[config.mk]
export PLATFORM = sky130hd
export DESIGN_NAME = zflag_gen
export DESIGN_NICKNAME = d
export VERILOG_FILES = /design/src/rtl/zflag_gen.sv
export SDC_FILE = /design/constraint.sdc
export NUM_CORES = 1
export LEC_CHECK = 0
export CAP_MARGIN = 20
export CORE_UTILIZATION = 44
export CTS_CLUSTER_DIAMETER = 120
export CTS_CLUSTER_SIZE = 14
export DETAILED_ROUTE_END_ITERATION = 8
export PLACE_DENSITY = 0.74
export SYNTH_ARGS = -nofsm -noshare
export SYNTH_HDL_FRONTEND = slang
export SYNTH_SLANG_ARGS = --single-unit
[constraint.sdc]
create_clock -name clk -period 1.1 [get_ports clk]
set_input_delay 0.22 -clock clk [delete_from_list [all_inputs] [get_ports clk]]
set_output_delay 0.22 -clock clk [all_outputs]
set_load 0.005 [all_outputs]
[src/rtl/zflag_gen.sv]
// -----------------------------------------------------------------------------
// zflag_gen -- zero-flag generator for the CPU datapath (producer end of the
// Z flag interface).
//
// Accepts ALU result words over a valid/ready handshake, holds them for one
// stage (S1), then folds each word into a zero condition. Results wider than
// the datapath arrive as chains of words terminated by res_last. When a chain
// (or a single-word result) completes, a one-cycle flag_we pulse is issued
// together with the new z_out value.
//
// Optional feature (macro ZFLAG_NEG_EN): adds n_out, the sign flag, taken
// from the MSB of the final word of each chain and updated with flag_we.
//
// Ports:
//   clk        in   single clock, rising edge
//   clear      in   synchronous active-high reset
//   res_in     in   ALU result word [WIDTH-1:0]
//   res_valid  in   res_in valid this cycle
//   res_last   in   final (or only) word of a result
//   res_ready  out  word accepted this cycle (combinational)
//   flag_hold  in   pipeline stall, freezes S1 and the FSM
//   flag_we    out  one-cycle Z register load pulse
//   z_out      out  zero flag value, held between updates
//   n_out      out  sign flag (ZFLAG_NEG_EN only)
// -----------------------------------------------------------------------------
module zflag_gen #(
   parameter int WIDTH = 8
) (
   input  logic             clk,
   input  logic             clear,
   input  logic [WIDTH-1:0] res_in,
   input  logic             res_valid,
   input  logic             res_last,
   output logic             res_ready,
   input  logic             flag_hold,
   output logic             flag_we,
   output logic             z_out
`ifdef ZFLAG_NEG_EN
   ,
   output logic             n_out
`endif
);

   typedef enum logic [0:0] {
      IDLE  = 1'b0,
      ACCUM = 1'b1
   } state_t;

   // Stage 1 holding register
   logic [WIDTH-1:0] s1_word_reg;
   logic             s1_last_reg;
   logic             s1_valid_reg;

   // FSM and flag state
   state_t state_reg, state_next;
   logic   acc_zero_reg, acc_zero_next;
   logic   flag_we_reg, flag_we_next;
   logic   z_reg, z_next;
`ifdef ZFLAG_NEG_EN
   logic   n_reg, n_next;
`endif

   logic advance;
   logic accept;
   logic wz;

   // OR chain across the S1 word; the word is zero when no bit is set.
   logic [WIDTH:0] or_chain;
   assign or_chain[0] = 1'b0;

   generate
      for (genvar gi = 0; gi < WIDTH; gi++) begin : g_or_chain
         assign or_chain[gi+1] = or_chain[gi] | s1_word_reg[gi];
      end
   endgenerate

   assign wz = ~or_chain[WIDTH];

   // A stalled, occupied S1 cannot take a new word; an empty S1 still can.
   assign res_ready = !clear && !(flag_hold && s1_valid_reg);
   assign accept    = res_valid && res_ready;
   assign advance   = s1_valid_reg && !flag_hold;

   // S1: loading a new word takes priority over draining, which gives full
   // throughput when a word advances and another arrives in the same cycle.
   always_ff @(posedge clk) begin
      if (clear) begin
         s1_valid_reg <= 1'b0;
         s1_last_reg  <= 1'b0;
         s1_word_reg  <= '0;
      end else if (accept) begin
         s1_valid_reg <= 1'b1;
         s1_last_reg  <= res_last;
         s1_word_reg  <= res_in;
      end else if (advance) begin
         s1_valid_reg <= 1'b0;
      end
   end

   // FSM next-state and flag computation
   always_comb begin
      state_next    = state_reg;
      acc_zero_next = acc_zero_reg;
      flag_we_next  = 1'b0;
      z_next        = z_reg;
`ifdef ZFLAG_NEG_EN
      n_next        = n_reg;
`endif
      if (advance) begin
         case (state_reg)
            IDLE: begin
               if (s1_last_reg) begin
                  z_next       = wz;
                  flag_we_next = 1'b1;
`ifdef ZFLAG_NEG_EN
                  n_next       = s1_word_reg[WIDTH-1];
`endif
               end else begin
                  acc_zero_next = wz;
                  state_next    = ACCUM;
               end
            end
            ACCUM: begin
               if (s1_last_reg) begin
                  z_next       = acc_zero_reg & wz;
                  flag_we_next = 1'b1;
                  state_next   = IDLE;
`ifdef ZFLAG_NEG_EN
                  n_next       = s1_word_reg[WIDTH-1];
`endif
               end else begin
                  acc_zero_next = acc_zero_reg & wz;
               end
            end
            default: state_next = IDLE;
         endcase
      end
   end

   always_ff @(posedge clk) begin
      if (clear) begin
         state_reg    <= IDLE;
         acc_zero_reg <= 1'b0;
         flag_we_reg  <= 1'b0;
         z_reg        <= 1'b0;
`ifdef ZFLAG_NEG_EN
         n_reg        <= 1'b0;
`endif
      end else begin
         state_reg    <= state_next;
         acc_zero_reg <= acc_zero_next;
         flag_we_reg  <= flag_we_next;
         z_reg        <= z_next;
`ifdef ZFLAG_NEG_EN
         n_reg        <= n_next;
`endif
      end
   end

   assign flag_we = flag_we_reg;
   assign z_out   = z_reg;
`ifdef ZFLAG_NEG_EN
   assign n_out   = n_reg;
`endif

endmodule

==> impl_metrics.csv <==
group,metric,value,unit
synth,synthArstFlopShare,0,%
clock_network,ctsRootBufferMaster,"clkbuf_4",
placement,port-buffer-count,15,
synth,synth_cell_type_count,18,
route,vias,452,
worst_setup_path,crit_fanout,5,
worst_setup_path,end_kind,"flip-flop",
synth,synth_top_cell_by_area,"dfxtp_1",
floorplanning,die_w,38.79,um
clock_network,cts_buffers,3,
floorplanning,die_y,38.79,um
power,finalPower,1.150,mW
route,firstDrtPassIters,4,
placement,hpwlAfterDp,755.8,um
run_status,status,"finished, violations left",
sta,tns,-255.6,ps
synth,synthTopCellsByCount,"dfxtp_1 (14), and2b_1 (8), mux2_4 (8)",
floorplanning,num_io_pins,16,
synth,synth_edf_count,0,
worst_setup_path,crit_required,1280,ps
cells_and_area,nNetsFinal,90,
route,route.detailed.drc,0,
synth,synth_top_area_share,47.06,%
route,drtAntennaViolNets,0,
sta,fin_skew,5.688,ps
synth,synth_ff_type,"dfxtp_1",
synth,syn_inst,51,
synth,synthAdderAreaFrac,0,%
synth,ys_seq_area_share,47.06,%
min_path,min_path_type,"in -> reg",
power,vdd_drop_max,0.8052,mV
synth,synth_top_family_by_area,"multiplexers",
power,p_leak,0.4213,nW
cells_and_area,area_delta_synth_final,53.99,%
worst_setup_path,critPathArrivalTime,1310,ps
synth,synth.most_common_cell,"dfxtp_1",
clock_network,htree_levels,1,
floorplanning,rows,12,
route,drt_wl_total,1260,um
grt,grt_max_degree,14,
route,drt_iter0_markers,7,
run_status,violations,"setup timing",
grt,grt_use_total,18.12,%
grt,grt_pass1_wl,1725,um
grt,first_global_vias,420,
placement,gp_congestion,0.7315,
synth,synth-simple-area-share,19.54,%
route,avgRoutedWirePerCell,14.00,um
sta,finalHoldViolCount,0,
cells_and_area,drive_gt1_share,40.79,%
synth,synth_mux_area_share,21.85,%
grt,antenna_found_initial,0,
sta,tightest_slew,413.6,ps
floorplanning,core_area,0.001186,sq mm
sta,timing.fmax,879.6,MHz
clock_network,clock_sinks,14,
power,p_per_area,1254,mW/mm^2
grt,overflow,0,
cells_and_area,num_antenna_cells,0,
floorplanning,die-area,0.001505,sq mm
worst_setup_path,startpoint_type,"flip-flop",
sta,setup_violations,9,
route,viasPerCell,5.022,
clock_network,clkTransAtPathRegs,90,ps
sta,drv_slew,0,
sta,post-route-min-period,1137,ps
cells_and_area,largest_reg_flops,8,
worst_setup_path,critPathKind,"reg -> reg",
clock_network,clock_latency,290,ps
synth,syn_nets,64,
floorplanning,initial_core_util,50.21,%
synth,synth_area_leaders,"dfxtp_1 (47%), mux2_4 (20%), and2b_1 (10%)",
sta,min_period_over_period,103.4,%
synth,synth_compound_area_share,9.454,%
sta,max_slew_margin,72.38,%
synth,synth_seq_cells,14,
synth,synth_warnings,0,
run,maxCapViolations,0,
cells_and_area,n_fill_cell,92,
synth,synth-xor-area-share,0,%
clock_network,cts.path.max_buffers,2,
sta,rsz0062_at_grt,"yes",
sta,worst_slack,-36.90,ps
clock_network,cts_tree,"built",
synth,synth_area,595.6,sq um
synth,synth_area_per_cell,11.68,sq um
## power breakdown
group / internal, mW / switching [mW] / leakage (nW)
Sequential: 0.540 / 0.0277 / 0.116
Combinational: 0.131 / 0.0720 / 0.284
Clock: 0.202 / 0.177 / 0.0210
## per-stage QoR
step	std cells	util [%]	setup WS, ps	cell area, sq um	hold slack (ps)
2_1_floorplan	51	-	16.39	595.6	337.4
4_1_cts	91	73.42	-148.5	870.8	426.4
6_report	90	77.32	-36.90	917.1	425.5
5_1_grt	90	77.32	-77.34	917.1	429.2
3_5_place_dp	85	67.72	-474.4	803.3	452.2
3_3_place_gp	85	67.72	-438.8	803.3	448.8
## cell type report
| cell class | instances | area (sq um) | share of cell area [%] |
|---|---|---|---|
| sequential | 14 | 284.0 | 30.97 |
| timing repair buffer | 21 | 196.4 | 21.42 |
| clock buffer | 4 | 36.28 | 3.956 |
| multi-input combinational | 35 | 375.4 | 40.93 |
| tap | 14 | 17.52 | 1.910 |
| inverter | 2 | 7.507 | 0.8186 |
## what timing repair did
action | CTS | global route
hold buffers | 0 | 0
setup endpoints to repair | 15 | 14
hold endpoints to repair | 0 | 0
gates cloned | 1 | 0
buffers inserted | 1 | 0
resized for setup | 10 | 15
pin swaps | 2 | 3
## routing by layer
layer	wire [um]	vias up	share of wire (%)	track usage (%)
met4	30	0	2.4	10.34
met3	67	5	5.3	8.671
met2	637	15	51	28.33
met5	0	-	0	0
met1	524	204	42	19.71
li1	-	228	-	-
## cell usage in the layout (no fill, tap or decap), types with 2 or more instances in the layout
cell type,count
clkbuf_4,3
dfxtp_1,11
mux2_4,8
nor2_1,2
buf_4,4
buf_6,2
inv_1,2
nor2b_1,2
clkdlybuf4s50_1,9
nand2b_1,2
nand2_8,2
dlygate4sd2_1,3
and2b_1,7
dfxtp_2,3
## cell families (layout without fill, tap and decap cells)
| family | Yosys count | count (layout) |
|---|---|---|
| flip-flops | 14 | 14 |
| AO/OA/AOI/OAI | 8 | 8 |
| AND/OR/NAND/NOR | 17 | 18 |
| buffers and inverters | 3 | 27 |
| multiplexers | 9 | 9 |
## critical path, cell delays in order, from the launching register on
cell	delay (ps)
dfxtp_2	350
a21oi_4	130
buf_6	160
nand2_8	80
mux2_4	320
## final timing paths
check                                 start                           to  slack [ps]  depth (start not counted)
setup / recovery  s1_valid_reg$_SDFFE_PP0P_  s1_word_reg[5]$_SDFFE_PP0P_         -40                          4
hold / removal                    res_valid    s1_valid_reg$_SDFFE_PP0P_         430                          3
setup reg to reg  s1_valid_reg$_SDFFE_PP0P_  s1_word_reg[5]$_SDFFE_PP0P_         -40                          4
hold reg to reg          z_out$_SDFFE_PP0P_           z_out$_SDFFE_PP0P_         490                          1
Note: power is estimated with default switching activity, not from simulation.
